`src/rtl/pipe_stage_elastic.sv`:
```
// Elastic pipeline stage register with a valid/ready handshake, an optional
// two-entry skid buffer that gives a registered in_ready, flush, and a back-pressure counter.
module pipe_stage_elastic #(
    parameter int unsigned      WIDTH          = 32,
    parameter bit               SKID           = 1'b1,
    parameter logic [WIDTH-1:0] RESET_VAL      = '0,
    parameter bit               CLEAR_ON_FLUSH = 1'b1,
    parameter int unsigned      CNT_W          = 16
) (
    input  logic             clk,
    input  logic             reset,
    input  logic             flush,
    input  logic             in_valid,
    output logic             in_ready,
    input  logic [WIDTH-1:0] in_data,
    output logic             out_valid,
    input  logic             out_ready,
    output logic [WIDTH-1:0] out_data,
    output logic [1:0]       occupancy,
    output logic [CNT_W-1:0] bp_cycles
);

    typedef enum logic [1:0] {
        ST_EMPTY = 2'd0,
        ST_ONE   = 2'd1,
        ST_TWO   = 2'd2
    } state_e;

    state_e           state_q,     state_d;
    logic [WIDTH-1:0] main_data_q, main_data_d;
    logic [WIDTH-1:0] skid_data_q, skid_data_d;
    logic [CNT_W-1:0] bp_cycles_q, bp_cycles_d;

    logic main_valid;
    logic skid_valid;
    logic in_fire;
    logic out_fire;

    // Valid bits are decoded from the state; TWO is unreachable when SKID=0.
    assign main_valid = (state_q != ST_EMPTY);
    assign skid_valid = (state_q == ST_TWO);

    always_comb begin
        if (SKID) begin
            in_ready = !skid_valid;
        end else begin
            in_ready = !main_valid || out_ready;
        end
    end

    assign in_fire   = in_valid && in_ready;
    assign out_fire  = main_valid && out_ready;
    assign out_valid = main_valid;
    assign out_data  = main_data_q;
    assign occupancy = {1'b0, main_valid} + {1'b0, skid_valid};
    assign bp_cycles = bp_cycles_q;

    always_comb begin
        state_d     = state_q;
        main_data_d = main_data_q;
        skid_data_d = skid_data_q;

        unique case (state_q)
            ST_EMPTY: begin
                if (in_fire) begin
                    state_d     = ST_ONE;
                    main_data_d = in_data;
                end
            end
            ST_ONE: begin
                // Without a skid slot, an input fire implies the output fires too.
                if (in_fire && (out_fire || !SKID)) begin
                    main_data_d = in_data;
                end else if (in_fire) begin
                    state_d     = ST_TWO;
                    skid_data_d = in_data;
                end else if (out_fire) begin
                    state_d = ST_EMPTY;
                end
            end
            ST_TWO: begin
                if (out_fire) begin
                    state_d     = ST_ONE;
                    main_data_d = skid_data_q;
                end
            end
            default: begin
                state_d = ST_EMPTY;
            end
        endcase

        if (flush) begin
            state_d = ST_EMPTY;
            if (CLEAR_ON_FLUSH) begin
                main_data_d = RESET_VAL;
                skid_data_d = RESET_VAL;
            end else begin
                main_data_d = main_data_q;
                skid_data_d = skid_data_q;
            end
        end
    end

    always_comb begin
        bp_cycles_d = bp_cycles_q;
        if (main_valid && !out_ready && (bp_cycles_q != '1)) begin
            bp_cycles_d = bp_cycles_q + CNT_W'(1);
        end
    end

    always_ff @(posedge clk) begin
        if (reset) begin
            state_q     <= ST_EMPTY;
            main_data_q <= RESET_VAL;
            skid_data_q <= RESET_VAL;
            bp_cycles_q <= '0;
        end else begin
            state_q     <= state_d;
            main_data_q <= main_data_d;
            skid_data_q <= skid_data_d;
            bp_cycles_q <= bp_cycles_d;
        end
    end

endmodule

```
`config.mk`:
```
export PLATFORM = sky130hd
export DESIGN_NAME = pipe_stage_elastic
export DESIGN_NICKNAME = d
export VERILOG_FILES = /design/src/rtl/pipe_stage_elastic.sv
export SDC_FILE = /design/constraint.sdc
export NUM_CORES = 1
export LEC_CHECK = 0
export ABC_AREA = 1
export CORE_MARGIN = 2
export CORE_UTILIZATION = 42
export CTS_CLUSTER_DIAMETER = 40
export DETAILED_ROUTE_END_ITERATION = 10
export PLACE_DENSITY = 0.7
export SYNTH_ARGS = -nofsm -noshare
export SYNTH_HDL_FRONTEND = slang
export SYNTH_SLANG_ARGS = --single-unit
```
`constraint.sdc`:
```
create_clock -name clk -period 2.9 [get_ports clk]
set_input_delay 0.58 -clock clk [delete_from_list [all_inputs] [get_ports clk]]
set_output_delay 0.58 -clock clk [all_outputs]
set_load 0.01 [all_outputs]
```
Word level (Yosys, flattened, before mapping):

Index checks and enable logic that the tools add are counted.
W data, S select, Z words.

* add/subtract/negate cells: 2
* bitwise logic cells: 1
* reduce and logical (&&, ||, !) cells: 14
* equality and inequality tests: 8
* multiplexer cells: 10

Operator list (count)
* $mux W32: 3
* $pmux W32 S3: 1
* $add A16 B1 Y16 const B: 1
* $ne A16 B16 Y1 const B: 1
* $mux W2: 5
* $reduce_and A4 Y1: 2
* $ne A2 B2 Y1 const B: 3
* $pmux W2 S3: 1
* $logic_and A1 B1 Y1: 5
* $ne A3 B3 Y1 const B: 1
* $reduce_and A3 Y1: 1
* $reduce_bool A3 Y1: 1
* $add A1 B1 Y2: 1
* $eq A2 B1 Y1 const B: 1
* $eq A2 B2 Y1 const B: 1
* $logic_not A1 Y1: 2
* $logic_not A2 Y1: 1
* $ne A2 B1 Y1 const B: 1
* $reduce_bool A2 Y1: 1
* $reduce_or A2 Y1: 1
* $not A1 Y1: 1

* word-level logic and storage cells: 39
* bits in registers: 82
* output and inout bits: 52
* input port bits: 37

Logic depth before layout (Yosys ltp):

Gate-level depths: netlist of the first run.

* word-level depth: 6
* mapped depth: 9
* mapped depth without buffers: 9

Worst setup path before layout of the first run:

OpenSTA, ideal clock, no wires.

* path kind: reg-to-output
* start point: register state_q[1]
* end point: output port occupancy[0]
* slack: 1.097 ns
* required time: 2.320 ns
* cell stages (with the launch flop): 7
* buffers on the path: 1
* arrival: 1.223 ns
* path through: dfxtp_1 > inv_2 > nor2_4 > inv_2 > buf_6 > ha_1 > inv_1

* longest elaborated chain between the ends: 2
* elaborated cells between the ends (all ways): 3
* those cells by class: 1 x add/sub; 1 x eq/ne; 1 x reduce/logical

RTL lines
* start: declaration: RTL line 29 `state_e state_q, state_d;`
* start signal: assignment: RTL line 118 `state_q <= state_d;`
* $eq A2 B2 Y1 or $reduce_bool A2 Y1 (tied branches): RTL line 41, 40
* $add A1 B1 Y2 (*): RTL line 55 `assign occupancy = {1'b0, main_valid} + {1'b0, skid_valid};`
* end: declaration: RTL line 19 `output logic [1:0] occupancy,`

Every way passes the cells marked *; elsewhere a longest branch is shown, timed or not.

Worst setup path after layout of the first run:

* start point: register state_q[0]
* end point: output port in_ready

* longest elaborated chain between the ends: 2

RTL lines
* $eq A2 B2 Y1: RTL line 41 `assign skid_valid = (state_q == ST_TWO);`
* $logic_not A1 Y1: RTL line 45 `in_ready = !skid_valid;`
* end: declaration: RTL line 14 `output logic in_ready,`

No other way between the ends.

==> results of run 1 <==
routing by layer:
metal  GRT usage, %  up-vias  routed length [um]  share of wire, %
li1               -     1830                   -                 -
met4           5.77        0                  80              0.93
met1           22.6     1562                3960                46
met3           5.32        7                 485               5.7
met2           30.2       86                4040                47
met5              0        -                   0                 0
how the worst min path moves through the flow:
stage / slack (ns) / to / start
6_report: 0.45 / skid_data_q[19] / skid_data_q[19]
5_1_grt: 0.46 / skid_data_q[15] / skid_data_q[15]
4_1_cts: 0.45 / skid_data_q[19] / skid_data_q[19]
3_5_place_dp: 0.44 / skid_data_q[19] / skid_data_q[19]
3_3_place_gp: 0.43 / skid_data_q[14] / skid_data_q[14]
2_1_floorplan: 0.42 / skid_data_q[14] / skid_data_q[14]
metrics by stage:
step / instance area (um2) / total power, mW / instances / util, % / setup WS (ns)
after floorplan: 3670 / 1.35 / 525 / - / 1.10
after global placement: 4570 / 1.47 / 699 / 53.2 / 0.357
after detailed placement: 4570 / 1.48 / 699 / 53.2 / 0.348
after CTS: 4790 / 2.39 / 715 / 55.8 / 0.201
after global routing: 4790 / 2.47 / 715 / 55.8 / 0.0803
final: 4790 / 2.36 / 715 / 55.8 / 0.217
worst register-to-register path, delay by kind of cell, from the launching register on:
kind	cells	cell delay, ns
DFF	1	0.53
and+or+nand+nor	3	0.33
AOI/OAI and AO/OA	1	0.73
buffers and inverters	2	0.54
power by group:
group / total [mW] / switching, mW / leakage [nW] / internal (mW)
logic: 0.279 / 0.143 / 1.04 / 0.136
clock network: 0.902 / 0.396 / 0.109 / 0.506
registers: 1.17 / 0.0188 / 0.665 / 1.15
total: 2.36 / 0.559 / 1.82 / 1.80
cell families after synthesis:
| group | share of synthesized area, % |
|---|---|
| fa+ha+maj | 0.681 |
| xor+xnor | 0.716 |
| compound gates | 17.7 |
| simple gates | 27.5 |
| flops | 44.7 |
| buf+inv | 8.69 |
sequential cells by signal, summed over array words and instances, names as in the netlist:
signal and count:
out_data 32, state_q 2, bp_cycles 16, skid_data_q 32
cells in the mapped netlist:
cell type	n	area share, %
xnor2_1	1	0.24
o21ai_0	41	5.6
o21ai_4	1	0.44
inv_4	1	0.17
inv_2	3	0.31
inv_1	35	3.6
o21ai_1	49	6.7
nand3_1	12	1.6
clkbuf_1	12	1.2
clkinv_1	1	0.10
buf_6	7	2.1
nand3_2	2	0.55
dfxtp_1	82	45
nand3b_1	1	0.20
nand4_2	1	0.34
o21ai_2	1	0.24
nand4_1	2	0.34
nor2_1	121	12
a21oi_1	35	4.8
ha_1	2	0.68
buf_4	3	0.61
nor2_4	4	1.2
nor2_2	4	0.68
nand2_1	96	9.8
xor2_1	2	0.48
nand2_2	1	0.17
buf_2	4	0.55
or2_2	1	0.17
final cells by class:
type	instances	area [um2]
flip-flops and latches	82	1640
clock buffers	11	141
clock inverters	5	77.6
well taps	108	135
repair buffers	92	923
multi-input cells	377	1720
inverters	40	153
fillers	832	3800
cells in the final DEF, fill, tap and decap left out, drive strengths merged:
master         netlist  layout
clkinv               1       3
clkdlybuf4s50        0      88
nand3               14      14
nand2               97      97
a21oi               35      35
clkinvlp             0       1
xor2                 2       2
nand4                3       3
buf                 14       4
clkbuf              12      11
ha                   2       2
bufinv               0       2
inv                 39      39
xnor2                1       1
o21ai               92      92
nor2               129     129
dfxtp               82      82
or2                  1       1
nand3b               1       1
==> key figures, run 1 <==
Yosys
  • Post-Syn Nets: 564
  • Sequential area share after synthesis: 44.7%
  • Post-Syn Area: 3670 um2
  • Distinct cells, synth: 28
  • Yosys warns: 0
  • Mean post-synth cell area: 6.99 um2
  • Number of synthesized register bits: 82
  • Syn Inst Count: 525

GRT
  • GRT Total Usage: 18.2%
  • Initial antenna violation count: 0
  • Global-route wire length before repair: 14600 um
  • Overflow after GRT: 0
  • Largest net degree at the start of global routing: 67
  • Vias in the first global route: 3265

Clock tree
  • Resized Gates After CTS: 0
  • CTS Hold Bufs: 0
  • CTS tree: built
  • Clk slew on worst S/H paths: 0.08 ns
  • Num CTS Buffers: 9
  • Htree depth: 3
  • Postcts setup bufs: 0
  • Root buf cell: clkbuf_8
  • Clock tree sinks: 82
  • Clk Latency, worst-skew pair: 0.34 ns
  • Max clock buf depth: 2

Floorplan
  • Starting Density: 42.7%
  • I/O pin total: 89
  • Die Wd: 97.5 um
  • Core region area: 8590 um2
  • Row count: 34
  • Die area: 9510 um2
  • Die Y: 97.5 um

Critical path
  • CP Capture Point: in_ready
  • Req. time, crit path: 2.32 ns
  • Crit Path Class: reg -> out
  • Critical Path, Cell by Cell: nor2_4 > inv_2 > buf_4 > clkdlybuf4s50_1
  • Crit. End Element: primary output
  • Critical path fanouts, max: 55
  • Worst setup SP type: flop
  • Buf/Inv on CP: 3
  • Reg2Reg Depth: 6
  • Worst path arrival time: 2.10 ns
  • R2R Path End: out_data[22]
  • Crit-path max cell delay: 0.64 ns
  • RR Startpoint: state_q[0]
  • Critical Path Stages: 4
  • Max stage delay cell, worst path: clkdlybuf4s50_1
  • Family with the most delay on the worst path: buffers and inverters
  • R2r setup slk: 0.67 ns
  • Worst Setup SP: state_q[0]

Finish
  • ANT cells: 0
  • Synth-to-layout area growth: 30.5%
  • Share of layout cells above drive strength 1: 6.43%
  • Layout Nets: 641

Timing
  • RSZ-0062 raised after global routing: false
  • Final Hold Fails: 0
  • Fin crit share: 92.5%
  • WHS: 0.450 ns
  • Final setup viols: 0
  • Final-report max-slew violation count: 0
  • Fmax: 373 MHz
  • Clock skew: 0.00921 ns
  • Worst slew pin tran: 0.907 ns
  • Slew headroom: 39.3%
  • Setup TNS: 0 ns
  • Minimum clock period after layout: 2.68 ns

Status
  • Outcome: finished, final reports clean

Power and ir drop
  • Max VDD drop: 0.369 mV
  • PwrDens: 492 nW/um2
  • Leak pwr: 1.82 nW

Place
  • # port buffers: 88
  • Global placement routability congestion: 0.839
  • HPWL after DPL: 5760 um

Drt
  • Via count: 3485
  • # DRC: 0
  • Vias per inst: 4.87
  • DR iter-0 viols: 133
  • Final wirelength: 8560 um
  • DR WL/cell: 12.0 um
  • DRT Pass-1 Iters: 5
  • Number of routed nets with antenna violations: 0

Min path
  • WHS Path Cells: 2
  • Worst min-delay path class: reg -> reg

Run
  • Maxcap violations: 0
(Power assumes the default switching activity.)
==> run 2, diff against run 1 <==
- clock period: 2.9 -> 3.03 ns (I/O delays scaled with it)
==> run 2 against run 1 <==
Compared with the run above: global-route usage rose by 0.12 points; combinational power fell by 4%; first-iteration DRC count fell by 16%; clock-buffer cell count rose by 2; routed wire length fell by 0.97%; highest routed layer unchanged.
==> key figures, run 2 (same netlist as run 1, synthesis figures left out) <==
Status
  • Outcome: finished, final reports clean (unchanged)

Timing
  • Final Hold Fails: 0 (unchanged)
  • Setup TNS: 0 ns (unchanged)
  • Minimum clock period after layout: 2.71 ns
  • RSZ-0062 raised after global routing: false (unchanged)
  • Worst slew pin tran: 0.915 ns (was 0.907 ns)
  • Final setup viols: 0 (unchanged)
  • Final-report max-slew violation count: 0 (unchanged)
  • Slew headroom: 38.8% (was 39.3%)
  • WHS: 0.448 ns (was 0.450 ns)
  • Fmax: 369 MHz
  • Final worst slack: 0.318 ns (was 0.217 ns)
  • Fin crit share: 89.5%
  • Clock skew: 0.00948 ns (was 0.00921 ns)

Power and ir drop
  • Logic pwr share: 12.4% (was 11.9%)
  • Flop pwr share: 51.8% (was 49.8%)
  • Leak pwr: 1.80 nW (was 1.82 nW)
  • Clk pwr share: 35.8% (was 38.3%)
  • Sw Share: 24.4% (was 23.7%)
  • Max VDD drop: 0.283 mV (was 0.369 mV)
  • Internal power: 1.64 mW (was 1.80 mW)
  • Switching power: 529 uW (was 559 uW)
  • PwrDens: 454 nW/um2 (was 492 nW/um2)
  • Final Power: 2.17 mW (was 2.36 mW)

Run
  • Maxcap violations: 0 (unchanged)

Critical path
  • Req. time, crit path: 2.42 ns (was 2.32 ns)
  • Buf/Inv on CP: 3 (unchanged)
  • Critical path fanouts, max: 55 (unchanged)
  • Crit-path max cell delay: 0.64 ns (about the same)
  • Max stage delay cell, worst path: clkdlybuf4s50_1 (unchanged)
  • R2r setup slk: 0.80 ns (was 0.67 ns)
  • Reg2Reg Depth: 6 (unchanged)
  • RR Startpoint: state_q[0] (unchanged)
  • R2R Path End: out_data[27] (was out_data[22])
  • Worst path arrival time: 2.11 ns (was 2.10 ns)
  • Family with the most delay on the worst path: buffers and inverters (unchanged)
  • Critical Path, Cell by Cell: nor2_4 > inv_2 > buf_4 > clkdlybuf4s50_1 (unchanged)
  • Worst setup SP type: flop (unchanged)
  • Crit Path Class: reg -> out (unchanged)
  • Crit. End Element: primary output (unchanged)

Min path
  • Hold_sp: skid_data_q[17] (was skid_data_q[19])
  • Worst min-delay path class: reg -> reg (unchanged)
  • WHS Path Cells: 2 (unchanged)
  • WHS Endpoint: skid_data_q[17] (was skid_data_q[19])

Clock tree
  • Resized Gates After CTS: 0 (unchanged)
  • Htree depth: 3 (unchanged)
  • Clock tree sinks: 82 (unchanged)
  • CTS tree: built (unchanged)
  • Postcts setup bufs: 0 (unchanged)
  • Clk Latency, worst-skew pair: 0.35 ns (was 0.34 ns)
  • Num CTS Buffers: 9 (unchanged)
  • Max clock buf depth: 2 (unchanged)
  • CTS Hold Bufs: 0 (unchanged)
  • Root buf cell: clkbuf_8 (unchanged)
  • Clk slew on worst S/H paths: 0.08 ns (about the same)

GRT
  • GRT Total Usage: 18.3% (was 18.2%)
  • Overflow after GRT: 0 (unchanged)
  • Largest net degree at the start of global routing: 56 (was 67)
  • Initial antenna violation count: 0 (unchanged)
  • Global-route wire length before repair: 14500 um (was 14600 um)
  • Vias in the first global route: 3281 (was 3265)

Floorplan
  • Starting Density: 42.7% (unchanged)
  • Die area: 9510 um2 (unchanged)
  • Die Wd: 97.5 um (unchanged)
  • Row count: 34 (unchanged)
  • Die Y: 97.5 um (unchanged)
  • I/O pin total: 89 (unchanged)
  • Core region area: 8590 um2 (unchanged)

Finish
  • Commonest non-fill, non-tap cells in the layout: 120 x nor2_1, 96 x nand2_1, 88 x clkdlybuf4s50_1 (unchanged)
  • Most common cell after layout, fill and taps aside: nor2_1 (unchanged)
  • Synth-to-layout area growth: 29.9% (was 30.5%)
  • Layout Nets: 641 (unchanged)
  • Final instance area: 4770 um2 (was 4790 um2)
  • ANT cells: 0 (unchanged)
  • Final core occ: 55.5% (was 55.8%)
  • Fin cells: 714 (was 715)
  • Share of layout cells above drive strength 1: 5.94% (was 6.43%)

Place
  • DP Area: 4580 um2 (was 4570 um2)
  • Placed cells: 699 (unchanged)
  • Global placement routability congestion: 0.848 (was 0.839)
  • HPWL after DPL: 5850 um (was 5760 um)
  • Pre-CTS WS: 0.428 ns (was 0.348 ns)
  • # port buffers: 88 (unchanged)

Drt
  • Final wirelength: 8480 um (was 8560 um)
  • Via count: 3485 (unchanged)
  • DR iter-0 viols: 112 (was 133)
  • DRT Pass-1 Iters: 4 (was 5)
  • DR WL/cell: 11.9 um (was 12.0 um)
  • Number of routed nets with antenna violations: 0 (unchanged)
  • # DRC: 0 (unchanged)
  • Vias per inst: 4.88 (was 4.87)
## run 2: cell types whose count changed in the layout (fill, tap and decap cells not counted), sizes merged
cell / delta
bufinv: -1
clkinv: -2
clkbuf: +2
## run 2: area by class of cell
type / instances / area [um2]
Multi-Input combinational cell: 377 / 1720
Clock buffer: 13 / 149
Sequential cell: 82 / 1640
Fill cell: 846 / 3820
Timing Repair Buffer: 92 / 936
Clock inverter: 2 / 37.5
Inverter: 40 / 153
Tap cell: 108 / 135
## run 2: worst max path at each step
stage / startpoint / endpoint / depth (start not counted)
global route: state_q[0] / in_ready / 4
detailed placement: in_valid / out_data[3] / 7
finish: state_q[0] / in_ready / 4
global placement: in_valid / out_data[27] / 7
floorplan: state_q[1] / occupancy[0] / 6
CTS: state_q[0] / in_ready / 4
## run 2: tightest hold or removal path, stage by stage, from the launching register on
cell and delay [ns]:
dfxtp_1 0.30, inv_1 0.05, a21oi_1 0.05
## run 2: power by group through the flow
stage	combinational, mW	sequential (mW)	clock [mW]
floorplan	0.139	1.16	0
global placement	0.265	1.15	0
detailed placement	0.270	1.15	0
CTS	0.271	1.12	0.800
global route	0.299	1.13	0.848
finish	0.269	1.12	0.775
## run 2: metal layers
| metal | GRT usage, % | vias to the layer above | part of all wire, % |
|---|---|---|---|
| met3 | 6.40 | 10 | 5.6 |
| met1 | 22.5 | 1563 | 46 |
| met4 | 4.81 | 0 | 1.2 |
| li1 | - | 1831 | - |
| met2 | 30.6 | 81 | 47 |
| met5 | 0 | - | 0 |
==> run 3, diff against run 2 <==
- CTS_CLUSTER_SIZE: not set -> 12
==> results of run 3 <==
No change in the layout: final DEF, timing and power equal those of run 2.
